===== src/rtl/kernel_result_collector.sv =====
// Result collector behind the 2x2 systolic kernel: tracks sample validity through
// the kernel latency, sums groups of four valid results and queues the sums.
module kernel_result_collector #(
  parameter int dataSize = 8,
  parameter int LATENCY  = 2,
  parameter int DEPTH    = 4
) (
  input  logic                        clk,
  input  logic                        rst,
  input  logic                        clr,
  input  logic                        en,
  input  logic                        in_valid,
  input  logic [2*dataSize+4:0]       result,
  input  logic                        out_ready,
  output logic                        out_valid,
  output logic [2*dataSize+6:0]       out_data,
  output logic                        full,
  output logic [$clog2(DEPTH):0]      count,
  output logic                        overflow
);
  localparam int RW = 2*dataSize + 5;
  localparam int OW = RW + 2;
  localparam int AW = $clog2(DEPTH);
  localparam int CW = AW + 1;

  logic [LATENCY-1:0] tag_q, tag_d;
  logic [LATENCY:0]   tag_ext;
  logic [OW-1:0]      acc_q, acc_d, sum;
  logic [1:0]         grp_q, grp_d;
  logic [AW-1:0]      wptr_q, wptr_d, rptr_q, rptr_d;
  logic [CW-1:0]      count_q, count_d;
  logic               valid_q, full_q, ovf_q, ovf_d;
  logic [OW-1:0]      mem_q [DEPTH];
  logic               capture, push, pop, wr, drop;

  // tag[LATENCY-1] marks the sample whose result is on the bus right now
  assign tag_ext = {tag_q, in_valid};
  assign capture = en && tag_q[LATENCY-1];
  assign sum     = acc_q + OW'(result);
  assign push    = capture && (grp_q == 2'd3);
  assign pop     = valid_q && out_ready;
  assign wr      = push && (!full_q || pop);
  assign drop    = push && full_q && !pop;

  always_comb begin
    tag_d   = tag_q;
    acc_d   = acc_q;
    grp_d   = grp_q;
    wptr_d  = wptr_q;
    rptr_d  = rptr_q;
    count_d = count_q;
    ovf_d   = ovf_q;
    if (clr) begin
      tag_d   = '0;
      acc_d   = '0;
      grp_d   = '0;
      wptr_d  = '0;
      rptr_d  = '0;
      count_d = '0;
      ovf_d   = 1'b0;
    end else begin
      if (en) tag_d = tag_ext[LATENCY-1:0];
      if (capture) begin
        if (grp_q == 2'd3) begin
          acc_d = '0;
          grp_d = '0;
        end else begin
          acc_d = sum;
          grp_d = grp_q + 2'd1;
        end
      end
      if (wr)  wptr_d = wptr_q + AW'(1);
      if (pop) rptr_d = rptr_q + AW'(1);
      count_d = count_q + CW'(wr) - CW'(pop);
      ovf_d   = ovf_q | drop;
    end
  end

  always_ff @(posedge clk or negedge rst) begin
    if (!rst) begin
      tag_q   <= '0;
      acc_q   <= '0;
      grp_q   <= '0;
      wptr_q  <= '0;
      rptr_q  <= '0;
      count_q <= '0;
      valid_q <= 1'b0;
      full_q  <= 1'b0;
      ovf_q   <= 1'b0;
      for (int i = 0; i < DEPTH; i++) mem_q[i] <= '0;
    end else begin
      tag_q   <= tag_d;
      acc_q   <= acc_d;
      grp_q   <= grp_d;
      wptr_q  <= wptr_d;
      rptr_q  <= rptr_d;
      count_q <= count_d;
      valid_q <= (count_d != '0);
      full_q  <= (count_d == CW'(DEPTH));
      ovf_q   <= ovf_d;
      if (!clr && wr) mem_q[wptr_q] <= sum;
    end
  end

  assign out_valid = valid_q;
  assign out_data  = valid_q ? mem_q[rptr_q] : '0;
  assign full      = full_q;
  assign count     = count_q;
  assign overflow  = ovf_q;
endmodule


===== config.mk =====
export PLATFORM = sky130hd
export DESIGN_NAME = kernel_result_collector
export DESIGN_NICKNAME = d
export VERILOG_FILES = /design/src/rtl/kernel_result_collector.sv
export SDC_FILE = /design/constraint.sdc
export NUM_CORES = 1
export LEC_CHECK = 0
export BUFFER_PORTS_ARGS = -buffer_cell sky130_fd_sc_hd__buf_2
export CAP_MARGIN = 20
export CORE_MARGIN = 1.5
export CORE_UTILIZATION = 45
export DETAILED_ROUTE_END_ITERATION = 8
export PLACE_DENSITY = 0.76
export SKIP_LAST_GASP = 1
export SLEW_MARGIN = 40
export SYNTH_ARGS = -nofsm -noshare
export SYNTH_HDL_FRONTEND = slang
export SYNTH_SLANG_ARGS = --single-unit

===== constraint.sdc =====
create_clock -name clk -period 2.6 [get_ports clk]
set_input_delay 0.26 -clock clk [delete_from_list [all_inputs] [get_ports clk]]
set_output_delay 0.26 -clock clk [all_outputs]
set_load 0.01 [all_outputs]

Word-level counts from Yosys, hierarchy flattened
Cells that the tools add are included.
{"block": "word_totals", "register_bits": 129, "input_bits": 27, "elab_cells": 65}
{"block": "op_classes", "n_addsub": 6, "magnitude_cmp": 3, "n_eq_ne": 2, "muxes": 21, "n_bitwise": 3, "reduce_logical": 17}
{"op": "two-way mux 23 bit", "n": 7}
{"op": "bitwise mux 92 bit", "n": 1}
{"op": "binary-select mux 23 bit (select 2 bit)", "n": 1}
{"op": "demux 23 bit (select 2 bit)", "n": 1}
{"op": "adder 23 x 21 -> 23 bit", "n": 1}
{"op": "two-way mux 2 bit", "n": 9}
{"op": "logical AND 1 bit", "n": 8}
{"op": "nonzero test 2 bit", "n": 4}
{"op": "adder 2 x 1 -> 2 bit, second input constant", "n": 3}
{"op": ">= comparator 3 bit, second input constant", "n": 2}
{"op": "NOT 2 -> 3 bit", "n": 2}
{"op": "adder 3 x 1 -> 3 bit", "n": 1}
{"op": "equality test 3 bit, second input constant", "n": 1}
{"op": "logical NOT 1 bit", "n": 3}
{"op": "< comparator 3 x 1 -> 1 bit, second input constant", "n": 1}
{"op": "two-way mux 3 bit", "n": 1}
{"op": "nonzero test 3 bit", "n": 1}
{"op": "subtractor 3 x 1 -> 3 bit", "n": 1}
{"op": "equality test 2 bit, second input constant", "n": 1}
{"op": "logical OR 1 bit", "n": 1}
{"op": "two-way mux 1 bit", "n": 1}
{"op": "bitwise OR 1 bit", "n": 1}

Longest topological paths before layout
Gate-level depths: netlist (run 1).
{"block": "logic_depth", "word_depth": 7, "mapped_depth": 12, "mapped_depth_nobuf": 12}

Worst setup path before layout (run 1)
OpenSTA, ideal clock, no wires.
{"block": "synth_path", "path_type": "flip-flop to flip-flop", "from": "register acc_q[0]", "to": "register mem_q[39] (netlist name)", "t_arrival_ns": 2.388, "t_required_ns": 2.475, "setup_slack_ns": 0.087, "stages_incl_launch_ff": 9, "period_less_slack_ns": 2.513, "path_cell_list": "dfrtp_1 ha_1 fa_1 a21o_1 a311o_1 a32oi_1 and4b_1 nor3_2 mux2_2"}
{"block": "synth_between", "elab_chain_cells": 2}
{"item": "start, declared", "line_no": "28", "rtl": "logic [OW-1:0] acc_q, acc_d, sum;"}
{"item": "start signal, assigned", "line_no": "82", "rtl": "acc_q <= '0;"}
{"item": "start signal, assigned", "line_no": "93", "rtl": "acc_q <= acc_d;"}
{"item": "adder 23 x 21 -> 23 bit", "line_no": "39", "rtl": "assign sum = acc_q + OW'(result);"}
{"item": "bitwise mux 92 bit", "line_no": "101", "rtl": "if (!clr && wr) mem_q[wptr_q] <= sum;"}
{"item": "end signal, assigned by index", "line_no": "101"}
{"item": "end, declared", "line_no": "33", "rtl": "logic [OW-1:0] mem_q [DEPTH];"}
No other way between the ends.
A chain may end at the register's enable or synchronous reset.

Final worst setup path (run 1)
{"block": "layout_path", "from": "register acc_q[0]", "to": "register mem_q[91] (netlist name)"}
Same word-level chain as after synthesis.

==> results of run 1 <==
## timing repair
| item | 4_1_cts | 5_1_grt |
|---|---|---|
| setup buffers | 0 | 4 |
| hold buffers | 1 | 0 |
| resized for setup | 1 | 20 |
| endpoints found under the hold margin | 34 | 0 |
| pin swaps | 0 | 13 |
| setup endpoints to repair | 1 | 37 |
## cell families (layout without fill, tap and decap cells)
group | after synthesis | in the layout | share of synthesized area
simple gates | 209 | 209 | 0.136
compound gates | 174 | 174 | 0.160
flops | 129 | 129 | 0.442
mux | 77 | 77 | 0.152
buf+inv | 55 | 143 | 0.0379
fa+ha+maj | 30 | 30 | 0.0534
xor+xnor | 16 | 16 | 0.0192
## cells in the mapped netlist (2+ instances only)
master | count | area, µm²
a2111oi_4 | 2 | 55.1
a211o_1 | 2 | 17.5
a211oi_1 | 3 | 22.5
a21boi_0 | 3 | 22.5
a21o_1 | 7 | 52.6
a21oi_1 | 36 | 180
a22o_1 | 12 | 105
a31oi_1 | 5 | 31.3
a32oi_1 | 2 | 17.5
and2_1 | 25 | 156
and3_1 | 4 | 25.0
buf_2 | 7 | 35.0
buf_4 | 4 | 30.0
clkbuf_1 | 25 | 93.8
clkbuf_8 | 2 | 27.5
dfrtp_1 | 129 | 3230
fa_1 | 2 | 40.0
ha_1 | 28 | 350
inv_1 | 11 | 41.3
mux2_2 | 40 | 450
mux2i_1 | 14 | 140
mux4_2 | 23 | 518
nand2_1 | 82 | 308
nand2b_1 | 4 | 25.0
nand3_1 | 14 | 70.1
nand4_1 | 4 | 25.0
nor2_1 | 44 | 165
nor2b_1 | 2 | 12.5
nor3_1 | 9 | 45.0
nor3_2 | 2 | 20.0
nor4_1 | 4 | 25.0
o211ai_1 | 9 | 67.6
o21ai_0 | 58 | 290
o21bai_1 | 2 | 15.0
o22ai_1 | 5 | 31.3
o31ai_1 | 11 | 82.6
or2_2 | 2 | 12.5
or3_1 | 7 | 43.8
xnor2_1 | 10 | 87.6
xor2_1 | 6 | 52.6
## report_power, final
group / internal [mW] / switching, mW / total [mW]
Clock: 1.32 / 0.870 / 2.20
Sequential: 2.05 / 0.0295 / 2.08
Combinational: 0.279 / 0.440 / 0.718
Total: 3.65 / 1.34 / 4.99
## worst max-delay path, stage by stage, from the launching register on
cell and delay [ns]:
dfrtp_1 0.38, ha_2 0.21, fa_2 0.39, a21o_1 0.21, a311o_1 0.32, a32oi_1 0.18
buf_4 0.17, a21oi_2 0.10, mux2i_1 0.20, buf_4 0.17, o22ai_1 0.08
## worst max-delay path by stage
stage	startpoint	endpoint	slack, ns
2_1_floorplan	acc_q[0]	mem_q[39]	0.09
3_3_place_gp	result[0]	mem_q[16]	0.04
3_5_place_dp	result[0]	acc_q[18]	-0.008
4_1_cts	acc_q[0]	mem_q[85]	0.006
5_1_grt	acc_q[0]	mem_q[39]	-0.09
6_report	acc_q[0]	mem_q[91]	0.07
## per-stage QoR
step / instance area [µm²] / util
after floorplan: 7300 / -
after global placement: 7980 / 0.502
after detailed placement: 7980 / 0.502
after CTS: 8540 / 0.537
after global routing: 8610 / 0.542
final: 8610 / 0.542
## sequential cells by signal, summed over array words and instances (netlist names)
| register | cells |
|---|---|
| grp_q | 2 |
| out_valid | 1 |
| tag_q | 2 |
| full | 1 |
| mem_q | 92 |
| count | 3 |
| wptr_q | 2 |
| rptr_q | 2 |
| acc_q | 23 |
| overflow | 1 |
## final cells by class
| class | instances | share of cell area |
|---|---|---|
| clock buffer | 21 | 0.0523 |
| clock inverter | 10 | 0.0103 |
| inverter | 11 | 0.00480 |
| multi-input combinational | 506 | 0.449 |
| sequential | 129 | 0.375 |
| tap | 216 | 0.0314 |
| timing repair buffer | 101 | 0.0770 |
## layer usage
| layer | vias to the layer above | part of all wire | wire length (µm) | GRT usage |
|---|---|---|---|---|
| met5 | - | 0 | 0 | 0 |
| met3 | 25 | 0.035 | 618 | 0.0472 |
| met1 | 2753 | 0.48 | 8380 | 0.312 |
| met4 | 0 | 0.017 | 302 | 0.0769 |
| li1 | 2675 | - | - | - |
| met2 | 121 | 0.47 | 8160 | 0.350 |
==> results.yml, run 1 <==
worst_setup_path:
  r2r-start: "acc_q[0]"
  timing.rr.end: "mem_q[91]"
  cp-start-kind: "register"
  cp.required_ns: 2.88
  arrival_ns: 2.81
  crit_fanout: 5
  reg2reg_slack_ns: 0.07
  rr_worst_depth: 10
  end_kind: "register"
  crit_type: "reg2reg"
pwr:
  peakVddDrop_uv: 449
  power_density_nw_per_um2: 580
  power_mw: 4.99
  p_leak_nw: 4.07
layout:
  stdcell_count: 994
  layout_common_cells: "dfrtp_1, nand2_1, buf_2, o21ai_0, nor2_1"
  final_nets: 823
  final_common_cell: "dfrtp_1"
  antenna_cells: 0
  area_growth_pct: 17.8
  n_fill_cell: 1390
  drive_gt1_frac: 0.285
  multi_input_area_um2: 3860
  seq_area_um2: 3230
sta:
  maxSlewHeadroom: 0.546
  final-hold-violation-count: 0
  setup_violations: 0
  maxSlewViolCount: 0
  clock.fmax_mhz: 395
  worst_pin_slew_ns: 0.676
  hold_slack_ns: 0.0930
  rsz0062_at_grt: "true"
  clock_skew_ns: 0.00728
  setup_ws_ns: 0.0678
  tns_ns: 0
  min_period_over_period: 0.974
  min_period_ns: 2.53
status:
  outcome: "finished clean"
logic_synthesis:
  post_synth_instance_area_um2: 7300
  ys_ff_latch: 129
  synth_edf_count: 0
  avgSynthCellArea_um2: 10.6
  synth_ff_type: "dfrtp_1"
  syn-num-nets: 747
  seq_area_frac_synth: 0.442
  syn_inst: 690
  async_flop_share: 1.00
  ys_types: 69
  synth_warnings: 0
drt:
  drc: 0
  vias_per_cell: 5.61
  drtPass1Iterations: 4
  drt-initial-drc-count: 371
  drtAntennaViolNets: 0
  vias: 5574
  drt-wirelength-per-cell_um: 17.6
  drt-total-wl_um: 17500
floorplan:
  core_um2: 15900
  rows: 46
  dieArea_um2: 17000
  initial_core_util: 0.460
  die_y_um: 130
  io-pin-count: 56
  dieWidth_um: 130
clocking:
  cts_tree: "yes"
  cts_made_buffers: 17
  cts_buffer_depth: 2
  htree_num_levels: 4
  clk_pin_slew_ns: 0.06
  cts-root-buf: "clkbuf_16"
  clkSinkCount: 129
  clk_latency_ns: 0.42
worst_hold_path:
  holdCritStartpoint: "in_valid"
  hold_path_end: "tag_q[0]"
  hold_path_depth: 3
  hold_path.class: "in2reg"
place:
  port_buffers: 55
  place_hpwl_um: 12600
  post-place-ws_ns: -0.00807
  globalplace.congestion: 0.930
  dp.cells: 960
global_routing:
  grt.total_usage: 0.224
  overflow: 0
  grt_max_degree: 67
  grt_pass1_vias: 5712
  grt_pass1_wl_um: 29100
  antenna_found_initial: 0
job:
  cap_violations: 0
Power figures use the tool's default switching activity.
==> inputs of run 2 (changes only) <==
--- a/config.mk
+++ b/config.mk
@@ -8,9 +8,9 @@
 export BUFFER_PORTS_ARGS = -buffer_cell sky130_fd_sc_hd__buf_2
 export CAP_MARGIN = 20
 export CORE_MARGIN = 1.5
-export CORE_UTILIZATION = 45
+export CORE_UTILIZATION = 35
 export DETAILED_ROUTE_END_ITERATION = 8
-export PLACE_DENSITY = 0.76
+export PLACE_DENSITY = 0.64
 export SKIP_LAST_GASP = 1
 export SLEW_MARGIN = 40
 export SYNTH_ARGS = -nofsm -noshare
==> run 2 against run 1 <==
Clock skew up 0.0083 ns. Non-clock buffer count down 1. Via count down 1.5%. Fmax up 2.5%. Hold slack worse by 0.012 ns. Sequential cell count unchanged. Sequential power about the same. First-iteration DRC count down 21%. Wire length up 1.4%. Clock-buffer cell count down 1. Sequential share of layout area down 0.64 points. Largest power group unchanged.
==> results.yml, run 2 (synthesis gave the netlist of run 1 again) <==
global_routing:
  grt_pass1_vias: 5605
  antenna_found_initial: 0
  grt_max_degree: 63
  overflow: 0
  grt_pass1_wl_um: 29500
  grt.total_usage: 0.174
worst_setup_path:
  cp-start-kind: "register"
  cp.required_ns: 2.91
  timing.rr.end: "mem_q[62]"
  crit_chain: "ha_1 -> fa_2 -> a21o_1 -> a311o_1 -> a32oi_1 -> buf_4 -> and4b_1 -> nor3_2 -> mux2_2"
  cpPeakStageDelay_ns: 0.38
  arrival_ns: 2.78
  critPathTopFamily: "compound AO/OA/AOI/OAI gates"
  path_buf_inv: 1
  rr_worst_depth: 9
  reg2reg_slack_ns: 0.13
  r2r-start: "acc_q[0]"
  crit_type: "reg2reg"
  cp_slowest_cell: "dfrtp_1"
  crit_fanout: 5
  end_kind: "register"
sta:
  setup_ws_ns: 0.129
  rsz0062_at_grt: "true"
  clock.fmax_mhz: 405
  final-hold-violation-count: 0
  setup_violations: 0
  worst_pin_slew_ns: 0.767
  min_period_ns: 2.47
  clock_skew_ns: 0.0156
  maxSlewViolCount: 0
  maxSlewHeadroom: 0.485
  hold_slack_ns: 0.0806
  min_period_over_period: 0.951
floorplan:
  rows: 52
  initial_core_util: 0.359
  dieArea_um2: 21700
  core_um2: 20400
  dieWidth_um: 147
  die_y_um: 147
  io-pin-count: 56
layout:
  area_growth_pct: 19.9
  antenna_cells: 0
  final_nets: 822
  final_common_cell: "dfrtp_1"
  largest_register_ffs: 92
  largest-register: "mem_q"
  drive_gt1_frac: 0.292
  layout_common_cells: "dfrtp_1, nand2_1, o21ai_0, buf_2"
drt:
  vias: 5489
  drt-wirelength-per-cell_um: 16.9
  drtPass1Iterations: 4
  drtAntennaViolNets: 0
  vias_per_cell: 5.24
  drt-initial-drc-count: 292
  drc: 0
  drt-total-wl_um: 17700
clocking:
  clkSinkCount: 129
  clk_pin_slew_ns: 0.06
  htree_num_levels: 4
  cts_tree: "yes"
  clk_latency_ns: 0.43
  cts-root-buf: "clkbuf_16"
  cts_made_buffers: 17
  cts_buffer_depth: 2
pwr:
  p_leak_nw: 4.09
  p_seq_frac: 0.396
  swShare: 0.261
  internal-power_mw: 3.90
  switching_power_mw: 1.37
  pwr-share-clk: 0.468
  combPwrFrac: 0.136
  peakVddDrop_uv: 411
  power_mw: 5.27
  power_density_nw_per_um2: 602
job:
  cap_violations: 0
worst_hold_path:
  hold_path.class: "in2reg"
  hold_path_end: "tag_q[0]"
  holdCritStartpoint: "in_valid"
  hold_path_depth: 3
status:
  outcome: "finished clean"
place:
  globalplace.congestion: 0.878
  place_hpwl_um: 13100
  post-place-ws_ns: -0.0151
  port_buffers: 55
-- run 2: changes by cell type in the layout (fill, tap and decap cells not counted), sizes merged --
cell    before  now
buf        100   99
bufinv       1    3
clkbuf      21   20
clkinv       5    3
inv         11   13
-- run 2: area by class of cell --
cell class | instances | area [µm²]
clock buffer | 20 | 457
clock inverter | 12 | 156
fill | 1912 | 11600
inverter | 11 | 41.3
multi-input combinational | 506 | 3890
sequential | 129 | 3230
tap | 270 | 338
timing repair buffer | 100 | 643
-- run 2: worst register-to-register path, cell delays in order (launching register included) --
cell     delay [ns]
dfrtp_1        0.38
ha_1           0.21
fa_2           0.35
a21o_1         0.19
a311o_1        0.33
a32oi_1        0.19
buf_4          0.16
and4b_1        0.20
nor3_2         0.07
mux2_2         0.27
-- run 2: repair_timing --
item | 4_1_cts | 5_1_grt
hold buffers | 1 | 0
setup buffers | 0 | 2
resized for setup | 4 | 14
pin swaps | 1 | 4
setup endpoints to repair | 9 | 32
endpoints found under the hold margin | 33 | 0
-- run 2: power groups by stage --
| stage | clock network [mW] | logic, mW | registers (mW) |
|---|---|---|---|
| 4_1_cts | 2.50 | 0.708 | 2.09 |
| 2_1_floorplan | 0 | 0.425 | 2.13 |
| 6_report | 2.47 | 0.715 | 2.09 |
| 3_5_place_dp | 0 | 0.702 | 2.12 |
| 3_3_place_gp | 0 | 0.699 | 2.12 |
| 5_1_grt | 2.61 | 0.798 | 2.09 |
-- run 2: per-layer routing --
metal / global-route usage / vias to the layer above / part of all wire
li1: - / 2673 / -
met2: 0.276 / 80 / 0.47
met5: 0 / - / 0
met4: 0.0500 / 0 / 0.0094
met3: 0.0367 / 17 / 0.041
met1: 0.241 / 2719 / 0.48
-- run 2: per-stage QoR --
stage               TNS [ns]  instances   util  instance area, µm²
floorplan                  0        690      -                7300
global placement           0       1013  0.395                8030
detailed placement   -0.0600       1013  0.395                8030
CTS                        0       1046  0.426                8680
global route         -0.0176       1048  0.430                8760
finish                     0       1048  0.430                8760
-- run 2: worst max-delay path by stage --
stage,startpoint,end,slack [ns],cells past startpoint
after floorplan,acc_q[0],mem_q[39],0.09,8
after global placement,result[0],mem_q[83],0.03,9
after detailed placement,result[0],mem_q[37],-0.02,9
after CTS,acc_q[0],mem_q[39],0.02,9
after global routing,acc_q[15],mem_q[20],-0.01,7
final,acc_q[0],mem_q[62],0.13,9
==> inputs of run 3 (changes only) <==
--- a/config.mk
+++ b/config.mk
@@ -10,7 +10,7 @@
 export CORE_MARGIN = 1.5
 export CORE_UTILIZATION = 35
 export DETAILED_ROUTE_END_ITERATION = 8
-export PLACE_DENSITY = 0.64
+export PLACE_DENSITY = 0.62
 export SKIP_LAST_GASP = 1
 export SLEW_MARGIN = 40
 export SYNTH_ARGS = -nofsm -noshare
==> constraint.sdc (replaced) <==
create_clock -name clk -period 3.2 [get_ports clk]
set_input_delay 0.32 -clock clk [delete_from_list [all_inputs] [get_ports clk]]
set_output_delay 0.32 -clock clk [all_outputs]
set_load 0.01 [all_outputs]
==> run 3 against run 2 <==
Final area fell by 3.9%. Critical endpoint is now mem_q[12]. Sequential share of layout area is 1.5 points higher. Combinational power down 24%. Largest cell class unchanged. Largest power group unchanged. Highest routed layer unchanged. Die area unchanged. Hold slack gained 0.091 ns. Via count down 0.42%.
==> results.yml, run 3 (synthesis gave the netlist of run 1 again) <==
clocking:
  cts_setup_buffers: 0
  cts-root-buf: "clkbuf_16"
  cts_buffer_depth: 2
  holdBufCountCts: 1
  post_cts_resized: 0
  htree_num_levels: 4
  cts_tree: "yes"
  cts_made_buffers: 17
  clk_pin_slew_ns: 0.06
  clkSinkCount: 129
  clk_latency_ns: 0.42
worst_setup_path:
  crit_chain: "ha_1 -> fa_1 -> a21o_1 -> a311o_1 -> a32oi_1 -> buf_4 -> nand2_1 -> xnor2_1 -> o21ai_0"
  cp-start-kind: "register"
  critPathTopFamily: "compound AO/OA/AOI/OAI gates"
  cp_slowest_cell: "fa_1"
  end_kind: "register"
  cp.required_ns: 3.48
  path_buf_inv: 1
  arrival_ns: 3.00
  crit_type: "reg2reg"
  crit_fanout: 5
  cpPeakStageDelay_ns: 0.41
sta:
  setup_violations: 0
  clock_skew_ns: 0.00955
  hold_slack_ns: 0.172
  maxSlewHeadroom: 0.516
  rsz0062_at_grt: "false"
  min_period_over_period: 0.850
  worst_pin_slew_ns: 0.720
  maxSlewViolCount: 0
  tns_ns: 0
  final-hold-violation-count: 0
  min_period_ns: 2.72
  clock.fmax_mhz: 368
drt:
  drt-wirelength-per-cell_um: 17.1
  drtAntennaViolNets: 0
  drc: 0
  drtPass1Iterations: 9
  vias: 5466
  drt-total-wl_um: 17500
  vias_per_cell: 5.34
  drt-initial-drc-count: 389
floorplan:
  die_y_um: 147
  rows: 52
  initial_core_util: 0.359
  dieWidth_um: 147
  io-pin-count: 56
  dieArea_um2: 21700
  core_um2: 20400
job:
  cap_violations: 0
layout:
  drive_gt1_frac: 0.252
  final_nets: 798
  largest-register: "mem_q"
  largest_register_ffs: 92
  layout_common_cells: "dfrtp_1, nand2_1, o21ai_0, buf_2, nor2_1"
  area_growth_pct: 15.2
  antenna_cells: 0
  final_common_cell: "dfrtp_1"
place:
  port_buffers: 55
  globalplace.congestion: 0.890
  place_hpwl_um: 12500
global_routing:
  grt.total_usage: 0.173
  grt_max_degree: 59
  antenna_found_initial: 0
  grt_pass1_vias: 5527
  grt_pass1_wl_um: 29500
  overflow: 0
pwr:
  power_density_nw_per_um2: 479
  p_leak_nw: 3.93
  peakVddDrop_uv: 381
status:
  outcome: "finished clean"
worst_hold_path:
  hold_path.class: "in2reg"
run 3: cell count changes in the layout (fill, tap and decap cells not counted), moves of 3 or more:
| cell | previous run | this run |
|---|---|---|
| xnor2_2 | 3 | 0 |
| xnor2_1 | 7 | 10 |
| buf_4 | 43 | 19 |
| bufinv_16 | 3 | 0 |
run 3: power by group:
group | internal [mW] | switching [mW]
clock | 1.02 | 0.769
sequential | 1.67 | 0.0318
combinational | 0.199 | 0.343
run 3: final timing paths:
path	from	to	slack (ns)	cells after the start
worst min-delay path	in_valid	tag_q[0]	0.17	3
worst max register to register	acc_q[0]	mem_q[12]	0.48	9
worst min register to register	mem_q[42]	mem_q[42]	0.47	2
min in group asynchronous	rst	rptr_q[0]	0.42	2
max in group asynchronous	rst	mem_q[82]	2.02	3
worst max-delay path	acc_q[0]	mem_q[12]	0.48	9
run 3: worst register-to-register path, stage by stage (launching register included):
cell and delay, ns:
dfrtp_1 0.38, ha_1 0.21, fa_1 0.41, a21o_1 0.20, a311o_1 0.41, a32oi_1 0.17
buf_4 0.16, nand2_1 0.06, xnor2_1 0.40, o21ai_0 0.17
run 3: layout make-up:
| cell class | count | area, µm² |
|---|---|---|
| inverters | 11 | 41.3 |
| repair buffers | 76 | 454 |
| fillers | 1961 | 11900 |
| clock inverters | 13 | 104 |
| clock buffers | 19 | 443 |
| multi-input cells | 506 | 3810 |
| flip-flops and latches | 129 | 3230 |
| well taps | 270 | 338 |
run 3: through the flow:
| stage | power (mW) | worst slack, ns | instance area, µm² | utilization | std cells |
|---|---|---|---|---|---|
| after floorplan | 2.08 | 0.687 | 7300 | - | 690 |
| after global placement | 2.28 | 0.476 | 7860 | 0.386 | 991 |
| after detailed placement | 2.28 | 0.429 | 7860 | 0.386 | 991 |
| after CTS | 4.08 | 0.485 | 8410 | 0.413 | 1024 |
| after global routing | 4.22 | 0.272 | 8420 | 0.413 | 1024 |
| final | 4.03 | 0.480 | 8420 | 0.413 | 1024 |
run 3: layer usage:
metal / global-route usage / up-vias / share of wire
met5: 0 / - / 0
met1: 0.246 / 2714 / 0.49
met2: 0.265 / 120 / 0.46
met3: 0.0349 / 17 / 0.038
met4: 0.0535 / 0 / 0.014
li1: - / 2615 / -
